[src/rtl/power_arbiter.sv]
// -----------------------------------------------------------------------------
// power_arbiter
//
// Round-robin front-end that shares one `power` pipeline between NUM_REQ
// requesters. One request is granted per cycle and forwarded to the pipeline.
// A tag shift register follows every issued item so that each result coming
// back from `power` can be routed to the requester that issued it.
//
// Ports
//   clk          in   single clock, rising edge
//   reset        in   synchronous, active-high reset
//   en           in   grant enable (0 = stop accepting, in-flight items drain)
//   req_valid    in   per-requester request strobe
//   req_data     in   per-requester operand, requester k at [k*DATA_WIDTH +: DATA_WIDTH]
//   req_ready    out  one-hot grant (combinational)
//   pwr_valid    out  issue strobe to power.i_valid (registered)
//   pwr_data     out  operand to power.i_data (registered)
//   pwr_o_valid  in   result strobe from power.o_valid
//   pwr_o_data   in   result from power.o_data
//   rsp_valid    out  one-hot result strobe (registered)
//   rsp_data     out  result (registered)
//   rsp_id       out  owner of rsp_data (registered)
//   outstanding  out  accepted but not yet responded item count
//   err          out  sticky tag/pipeline mismatch flag
// -----------------------------------------------------------------------------
module power_arbiter #(
    parameter  int NUM_REQ      = 4,
    parameter  int DATA_WIDTH   = 32,
    parameter  int PIPE_LATENCY = 3,
    localparam int ID_W         = $clog2(NUM_REQ),
    localparam int OUT_W        = $clog2(PIPE_LATENCY + 2) + 1
) (
    input  logic                          clk,
    input  logic                          reset,
    input  logic                          en,
    input  logic [NUM_REQ-1:0]            req_valid,
    input  logic [NUM_REQ*DATA_WIDTH-1:0] req_data,
    output logic [NUM_REQ-1:0]            req_ready,
    output logic                          pwr_valid,
    output logic [DATA_WIDTH-1:0]         pwr_data,
    input  logic                          pwr_o_valid,
    input  logic [63:0]                   pwr_o_data,
    output logic [NUM_REQ-1:0]            rsp_valid,
    output logic [63:0]                   rsp_data,
    output logic [ID_W-1:0]               rsp_id,
    output logic [OUT_W-1:0]              outstanding,
    output logic                          err
);

    // A tag enters stage 0 together with pwr_valid; power then needs one edge
    // to sample i_valid and PIPE_LATENCY more to present o_valid, so the tail
    // sits PIPE_LATENCY+1 edges behind stage 0 and lines up with pwr_o_valid.
    localparam int TAG_DEPTH = PIPE_LATENCY + 2;

    logic [ID_W-1:0]                  last_q,        last_d;
    logic                             pwr_valid_q,   pwr_valid_d;
    logic [DATA_WIDTH-1:0]            pwr_data_q,    pwr_data_d;
    logic [TAG_DEPTH-1:0]             tag_valid_q,   tag_valid_d;
    logic [TAG_DEPTH-1:0][ID_W-1:0]   tag_id_q,      tag_id_d;
    logic [NUM_REQ-1:0]               rsp_valid_q,   rsp_valid_d;
    logic [63:0]                      rsp_data_q,    rsp_data_d;
    logic [ID_W-1:0]                  rsp_id_q,      rsp_id_d;
    logic [OUT_W-1:0]                 outstanding_q, outstanding_d;
    logic                             err_q,         err_d;

    logic [NUM_REQ-1:0]               req_ready_s;
    logic [ID_W-1:0]                  grant_id_s;
    logic                             found_s;
    logic                             accept_s;
    logic                             tail_valid_s;
    logic [ID_W-1:0]                  tail_id_s;

    // Round-robin grant: scan last+1, last+2, ... and grant the first valid one.
    always_comb begin
        int  idx;
        logic take;
        req_ready_s = '0;
        grant_id_s  = last_q;
        found_s     = 1'b0;
        idx         = 0;
        take        = 1'b0;
        if (en && !reset) begin
            for (int i = 1; i <= NUM_REQ; i++) begin
                idx              = (int'(last_q) + i) % NUM_REQ;
                take             = !found_s && req_valid[idx];
                req_ready_s[idx] = take;
                grant_id_s       = take ? ID_W'(idx) : grant_id_s;
                found_s          = found_s | take;
            end
        end else begin
            req_ready_s = '0;
        end
    end

    // The grant only exists for a valid requester, so any grant is an accept.
    assign accept_s  = |req_ready_s;
    assign req_ready = req_ready_s;

    // Next-state logic for issue, tag pipeline, response and bookkeeping.
    always_comb begin
        last_d        = last_q;
        pwr_valid_d   = accept_s;
        pwr_data_d    = pwr_data_q;
        rsp_valid_d   = '0;
        rsp_data_d    = rsp_data_q;
        rsp_id_d      = rsp_id_q;
        outstanding_d = outstanding_q;
        err_d         = err_q;

        if (accept_s) begin
            last_d     = grant_id_s;
            pwr_data_d = req_data[int'(grant_id_s)*DATA_WIDTH +: DATA_WIDTH];
        end else begin
            last_d     = last_q;
            pwr_data_d = pwr_data_q;
        end

        // Stage 0 id is don't-care when the stage is invalid.
        tag_valid_d  = {tag_valid_q[TAG_DEPTH-2:0], accept_s};
        tag_id_d     = {tag_id_q[TAG_DEPTH-2:0], grant_id_s};
        tail_valid_s = tag_valid_q[TAG_DEPTH-1];
        tail_id_s    = tag_id_q[TAG_DEPTH-1];

        case ({tail_valid_s, pwr_o_valid})
            2'b11: begin
                rsp_valid_d = {{(NUM_REQ-1){1'b0}}, 1'b1} << tail_id_s;
                rsp_id_d    = tail_id_s;
                rsp_data_d  = pwr_o_data;
            end
            // Result without a tag, or tag without a result.
            2'b10, 2'b01: begin
                err_d = 1'b1;
            end
            default: begin
                rsp_valid_d = '0;
            end
        endcase

        // A valid tail retires one item whether it responded or was dropped.
        case ({accept_s, tail_valid_s})
            2'b10:   outstanding_d = outstanding_q + OUT_W'(1'b1);
            2'b01:   outstanding_d = outstanding_q - OUT_W'(1'b1);
            default: outstanding_d = outstanding_q;
        endcase
    end

    // State registers with synchronous reset.
    always_ff @(posedge clk) begin
        if (reset) begin
            last_q        <= ID_W'(NUM_REQ - 1);
            pwr_valid_q   <= 1'b0;
            pwr_data_q    <= '0;
            tag_valid_q   <= '0;
            tag_id_q      <= '0;
            rsp_valid_q   <= '0;
            rsp_data_q    <= 64'h0;
            rsp_id_q      <= '0;
            outstanding_q <= '0;
            err_q         <= 1'b0;
        end else begin
            last_q        <= last_d;
            pwr_valid_q   <= pwr_valid_d;
            pwr_data_q    <= pwr_data_d;
            tag_valid_q   <= tag_valid_d;
            tag_id_q      <= tag_id_d;
            rsp_valid_q   <= rsp_valid_d;
            rsp_data_q    <= rsp_data_d;
            rsp_id_q      <= rsp_id_d;
            outstanding_q <= outstanding_d;
            err_q         <= err_d;
        end
    end

    assign pwr_valid   = pwr_valid_q;
    assign pwr_data    = pwr_data_q;
    assign rsp_valid   = rsp_valid_q;
    assign rsp_data    = rsp_data_q;
    assign rsp_id      = rsp_id_q;
    assign outstanding = outstanding_q;
    assign err         = err_q;

endmodule

[config.mk]
export PLATFORM = sky130hd
export DESIGN_NAME = power_arbiter
export DESIGN_NICKNAME = d
export VERILOG_FILES = /design/src/rtl/power_arbiter.sv
export SDC_FILE = /design/constraint.sdc
export NUM_CORES = 1
export LEC_CHECK = 0
export CAP_MARGIN = 20
export CORE_MARGIN = 2
export CORE_UTILIZATION = 40
export CTS_CLUSTER_DIAMETER = 50
export DETAILED_ROUTE_END_ITERATION = 7
export GPL_TIMING_DRIVEN = 0
export PLACE_DENSITY_LB_ADDON = 0.3
export RECOVER_POWER = 100
export SLEW_MARGIN = 20
export SYNTH_ARGS = -nofsm -noshare
export SYNTH_HDL_FRONTEND = slang
export SYNTH_SLANG_ARGS = --single-unit
[constraint.sdc]
create_clock -name clk -period 13.8 [get_ports clk]
set_clock_uncertainty 0.2 [all_clocks]
set_input_delay 2.76 -clock clk [delete_from_list [all_inputs] [get_ports clk]]
set_output_delay 2.76 -clock clk [all_outputs]
set_load 0.05 [all_outputs]
## After elaboration in Yosys (flattened, before gate mapping)

Cells that the tools add are included.

| storage, ports and cells | value |
|---|---|
| output and inout port bits | 112 |
| memories | 0 |
| RAM bits | 0 |
| word-level logic and storage cells | 93 |
| bits in latches | 0 |
| register bits | 125 |
| ROM bits | 0 |
| input bits | 200 |

| operators by class | value |
|---|---|
| bitwise gates (word level) | 8 |
| div/mod/pow operators | 0 |
| $add $sub $neg | 6 |
| shift operators | 2 |
| $lt $le $gt $ge | 8 |
| eq/ne operators | 5 |
| multiplexer cells | 30 |
| reduce and logical (&&, ||, !) cells | 20 |
| $mul | 0 |

Operators with widths:

| cell | number |
|---|---|
| variable part select 128 x 8 -> 32 bit | 1 |
| < comparator 3 x 4 -> 1 bit (second input constant) | 4 |
| bitwise mux 4 bit | 3 |
| >= comparator 3 x 1 -> 1 bit (second input constant) | 4 |
| 2-to-1 mux 1 bit | 12 |
| OR reduction 2 bit | 6 |
| 2-to-1 mux 2 bit | 5 |
| binary-select mux 1 bit (select 2 bit) | 4 |
| demux 1 bit (select 2 bit) | 4 |
| logical AND 1 bit | 8 |
| case mux 4 bit (2 select lines) | 1 |
| equality test 2 bit (second input constant) | 3 |
| adder 2 x 1 -> 2 bit (second input constant) | 2 |
| adder 2 bit (second input constant) | 2 |
| adder 4 x 1 -> 4 bit (second input constant) | 1 |
| AND 1 bit (first input constant) | 4 |
| AND 4 bit | 1 |
| equality test 2 x 1 -> 1 bit (second input constant) | 2 |
| logical NOT 1 bit | 4 |
| 2-to-1 mux 4 bit | 1 |
| OR reduction 4 bit | 1 |
| left shift 1 x 2 -> 4 bit (first input constant) | 1 |
| subtractor 4 x 1 -> 4 bit (second input constant) | 1 |
| OR 1 bit | 2 |
| other kinds (2) | 2 |

## Depth between registers and ports, before layout

| depth | value |
|---|---|
| depth in word-level cells | 19 |
| gate-level depth with buffers | 20 |
| depth with buffers taken out | 15 |

## Worst setup path before layout

Ideal clock, no wire load.

| timing path | value |
|---|---|
| kind | input -> output |
| start point | in req_valid[2] |
| end point | out req_ready[2] |
| data required time | 10.840 ns |
| arrival time | 4.787 ns |
| cell stages on the path | 6 |
| path slack | 6.053 ns |
| buffers on the path | 1 |
| path through | buf_2 -> mux4_2 -> nor2b_4 -> nand2_1 -> a221o_1 -> a21oi_1 |

| on the way | value |
|---|---|
| word-level cells in the longest chain between the ends | 13 |
| elaborated cells on any way between the ends | 25 |
| those cells by class | 16 x mux; 3 x bitwise; 6 x reduce/logical |

Ends and longest elaborated chain:

| element | line | source |
|---|---|---|
| start, declared | 36 | `input logic [NUM_REQ-1:0] req_valid,` |
| binary-select mux 1 bit (select 2 bit) | 85 | `take = !found_s && req_valid[idx];` |
| 2-to-1 mux 1 bit (implied by the code) (2 in series) | 85 |  |
| logical NOT 1 bit | 85 |  |
| logical AND 1 bit | 85 |  |
| OR 1 bit | 88 | `found_s = found_s \| take;` |
| logical NOT 1 bit | 85 |  |
| logical AND 1 bit | 85 |  |
| OR 1 bit | 88 |  |
| logical NOT 1 bit | 85 |  |
| logical AND 1 bit | 85 |  |
| bitwise mux 4 bit (*) | 86 | `req_ready_s[idx] = take;` |
| 2-to-1 mux 4 bit (*) | 82 | `if (en && !reset) begin` |
| end, declared | 38 | `output logic [NUM_REQ-1:0] req_ready,` |

Mark *: on every way between the ends. The rest lies on a longest branch, timed or not. The select of a mux whose other input is x is not followed.

## Worst setup path in the final report

| timing path | value |
|---|---|
| start point | in req_valid[3] |
| end point | out req_ready[2] |

Same word-level chain as after synthesis.

==> impl_metrics.toml <==
[die]
rows = 44
fp.dieH_um = 126
initial_core_util = 0.409
fp.dieW_um = 126
dieArea_mm2 = 0.0159
pin_count = 312
core-area_mm2 = 0.0145

[setup_path]
crit_top_cell = "dlygate4sd3_1"
worstSetupStartpointType = "primary input"
critPathKind = "in2out"
end_kind = "primary output"
path_max_fanout = 8
reg2reg_depth = 20
r2r_slack_ns = 8.34
cp_slowest_cell = "dlygate4sd3_1"
required_ns = 10.84
crit_cells = 7
critPathTopFamily = "buffers and inverters"
cp_data_arrival_time_ns = 5.88
cpPeakStageDelay_ns = 0.89
cp_num_buf_inv = 2
crit_chain = "dlygate4sd3_1 -> mux4_2 -> nor2b_1 -> nand2_1 -> a221o_1 -> a21oi_1 -> dlygate4sd3_1"

[synth]
ys_seq_elements = 124
syn_area_mm2 = 0.00595
yosys_warnings = 0
yosys_most_used_dff = "dfxtp_1"
synth.area.top_cells = "dfxtp_1 42%, mux2i_1 28%, mux2_2 6.2%"
synth_cells = 572
syn-mean-instance-area_um2 = 10.4
synth_nets = 781
synth-edff-count = 0
synth_top_area_share = 0.417
synth_top_area_cell = "dfxtp_1"
synthArstFlopShare = 0
ys_types = 38
yosysSeqAreaShare = 0.417

[detailed_routing]
avgRoutedWirePerCell_um = 16.8
wl_met3_mm = 1.58
drtAntennaViolNets = 0
m1WireLength_mm = 6.83
drc = 0
drt_iter0_drc = 132
drt-pass1-iter-count = 4
via_count = 5396
via_per_inst = 4.92
met2_wirelength_mm = 9.41
highest_layer = "met4"
wirelength_mm = 18.4

[global_routing]
grt_max_degree = 17
grt_pass1_wl_mm = 28.8
antenna_found_initial = 1
grt_overflow = 0
grt_use_total = 0.231
grt_pass1_vias = 5657

[power_and_ir_drop]
ir_drop_mv = 0.0914
p_leak_nw = 4.03
power_density_mw_per_mm2 = 153

[sta]
setup_viol = 0
slew_headroom = 0.408
finalCriticalPeriod_ns = 8.84
tightest_slew_ns = 0.888
timing.final.crit_share = 0.641
final-max-slew-violation-count = 0
fmax_mhz = 113
hold_violations = 0
grt_setup_unrepaired = "false"
fin_setup_tns_ns = 0

[final_layout]
nets = 1108
drive_gt1_frac = 0.0811
area_growth_pct = 63.1
fillers = 1195
register_area_mm2 = 0.00248
multi_input_area_mm2 = 0.00317
utilization = 0.668

[cts]
cts_max_level = 4
cts.path.max_buffers = 2
cts_resized = 0
root_buffer = "clkbuf_16"
cts_setup_buffers = 0
clock_sinks = 124
cts_buffers = 17
clkTransAtPathRegs_ns = 0.05
ctsHoldBuffers = 0
cts_tree = "built"
insertion_delay_ns = 0.41

[place]
place_hpwl_mm = 14.7
port_buffers = 308
place_congestion = 0.827

[hold_path]
holdPathStages = 1
hp-class = "reg2reg"

[flow_run]
max_cap_viol_count = 0

[status]
status = "finished clean"
==> state kept, by name, summed over array words and instances (netlist names) <==
register,cells
rsp_data,64
pwr_data,32
tag_id_d,8
tag_valid_q,5
outstanding,4
rsp_valid,4
last_q,2
rsp_id,2
tail_id_s,2
err,1
==> cells in the final DEF, fill, tap and decap left out, types with 3 or more instances in the layout <==
cell | synthesis | layout
clkinv_2 | 0 | 3
inv_1 | 10 | 10
nand2b_1 | 36 | 36
nor2b_1 | 12 | 13
mux2_2 | 33 | 33
nand2_1 | 9 | 9
mux2i_1 | 168 | 168
a31oi_1 | 6 | 6
clkdlybuf4s50_1 | 0 | 193
dlygate4sd3_1 | 0 | 115
clkbuf_16 | 0 | 17
clkbuf_1 | 15 | 34
dfxtp_1 | 124 | 124
buf_2 | 11 | 8
nor2_1 | 83 | 83
a221o_1 | 4 | 4
nor3_1 | 3 | 3
a21oi_1 | 9 | 10
ha_1 | 8 | 8
clkinvlp_4 | 0 | 5
or3_1 | 3 | 3
==> cells by family (layout without fill, tap and decap cells) <==
family | Yosys count | after routing | synth area share
compound gates | 28 | 28 | 0.0313
other cells | 0 | 1 | 0
mux | 203 | 203 | 0.353
xor+xnor | 3 | 3 | 0.00442
buf+inv | 51 | 391 | 0.0484
flops | 124 | 124 | 0.417
fa+ha+maj | 9 | 9 | 0.0202
simple gates | 154 | 154 | 0.126
==> path summary, 6_finish.rpt <==
| check | endpoint | from |
|---|---|---|
| setup / recovery | req_ready[2] | req_valid[3] |
| hold / removal | tail_id_s[1]$_SDFF_PP0_ | tag_id_d[9]$_SDFF_PP0_ |
| setup reg to reg | outstanding[3]$_SDFFE_PP0P_ | last_q[0]$_SDFFE_PP1P_ |
| hold reg to reg | tail_id_s[1]$_SDFF_PP0_ | tag_id_d[9]$_SDFF_PP0_ |
==> cell type report <==
type,count,share of cell area
multi-input cells,397,0.327
repair buffers,308,0.318
flip-flops and latches,124,0.256
clock buffers,22,0.0468
well taps,184,0.0237
plain buffers,41,0.0179
clock inverters,10,0.00722
inverters,10,0.00387
diodes,1,0.000258
==> synthesized netlist by cell type (2+ instances only) <==
| master | instances |
|---|---|
| a21o_1 | 2 |
| a21oi_1 | 9 |
| a221o_1 | 4 |
| a31oi_1 | 6 |
| buf_1 | 7 |
| buf_12 | 4 |
| buf_2 | 11 |
| buf_6 | 2 |
| clkbuf_1 | 15 |
| clkbuf_2 | 2 |
| dfxtp_1 | 124 |
| ha_1 | 8 |
| inv_1 | 10 |
| mux2_2 | 33 |
| mux2i_1 | 168 |
| mux4_2 | 2 |
| nand2_1 | 9 |
| nand2b_1 | 36 |
| nor2_1 | 83 |
| nor2b_1 | 12 |
| nor3_1 | 3 |
| nor4_1 | 2 |
| nor4b_1 | 2 |
| or3_1 | 3 |
| xor2_1 | 2 |
==> per-stage QoR <==
| stage | hold WS (ns) | power (W) | setup WS [ns] | cells | instance area (um^2) |
|---|---|---|---|---|---|
| detailed placement | 0.222 | 0.00115 | 5.33 | 1064 | 9260 |
| finish | 0.232 | 0.00149 | 4.96 | 1097 | 9700 |
| global placement | 0.215 | 0.00114 | 5.42 | 1064 | 9260 |
| floorplan | 0.214 | 0.000935 | 6.05 | 572 | 5950 |
| CTS | 0.234 | 0.00154 | 5.33 | 1096 | 9790 |
| global route | 0.245 | 0.00157 | 4.85 | 1097 | 9700 |
==> layer usage <==
metal | track usage | vias to the layer above
met2 | 0.411 | 224
li1 | - | 2624
met1 | 0.240 | 2507
met3 | 0.0990 | 41
met5 | 0 | -
met4 | 0.0866 | 0
==> power by group <==
| part | internal (W) | switching, W |
|---|---|---|
| sequential | 0.000403 | 0.0000220 |
| combinational | 0.000299 | 0.000373 |
| clock | 0.000233 | 0.000157 |
No activity file was read; power rests on OpenSTA's default activity.
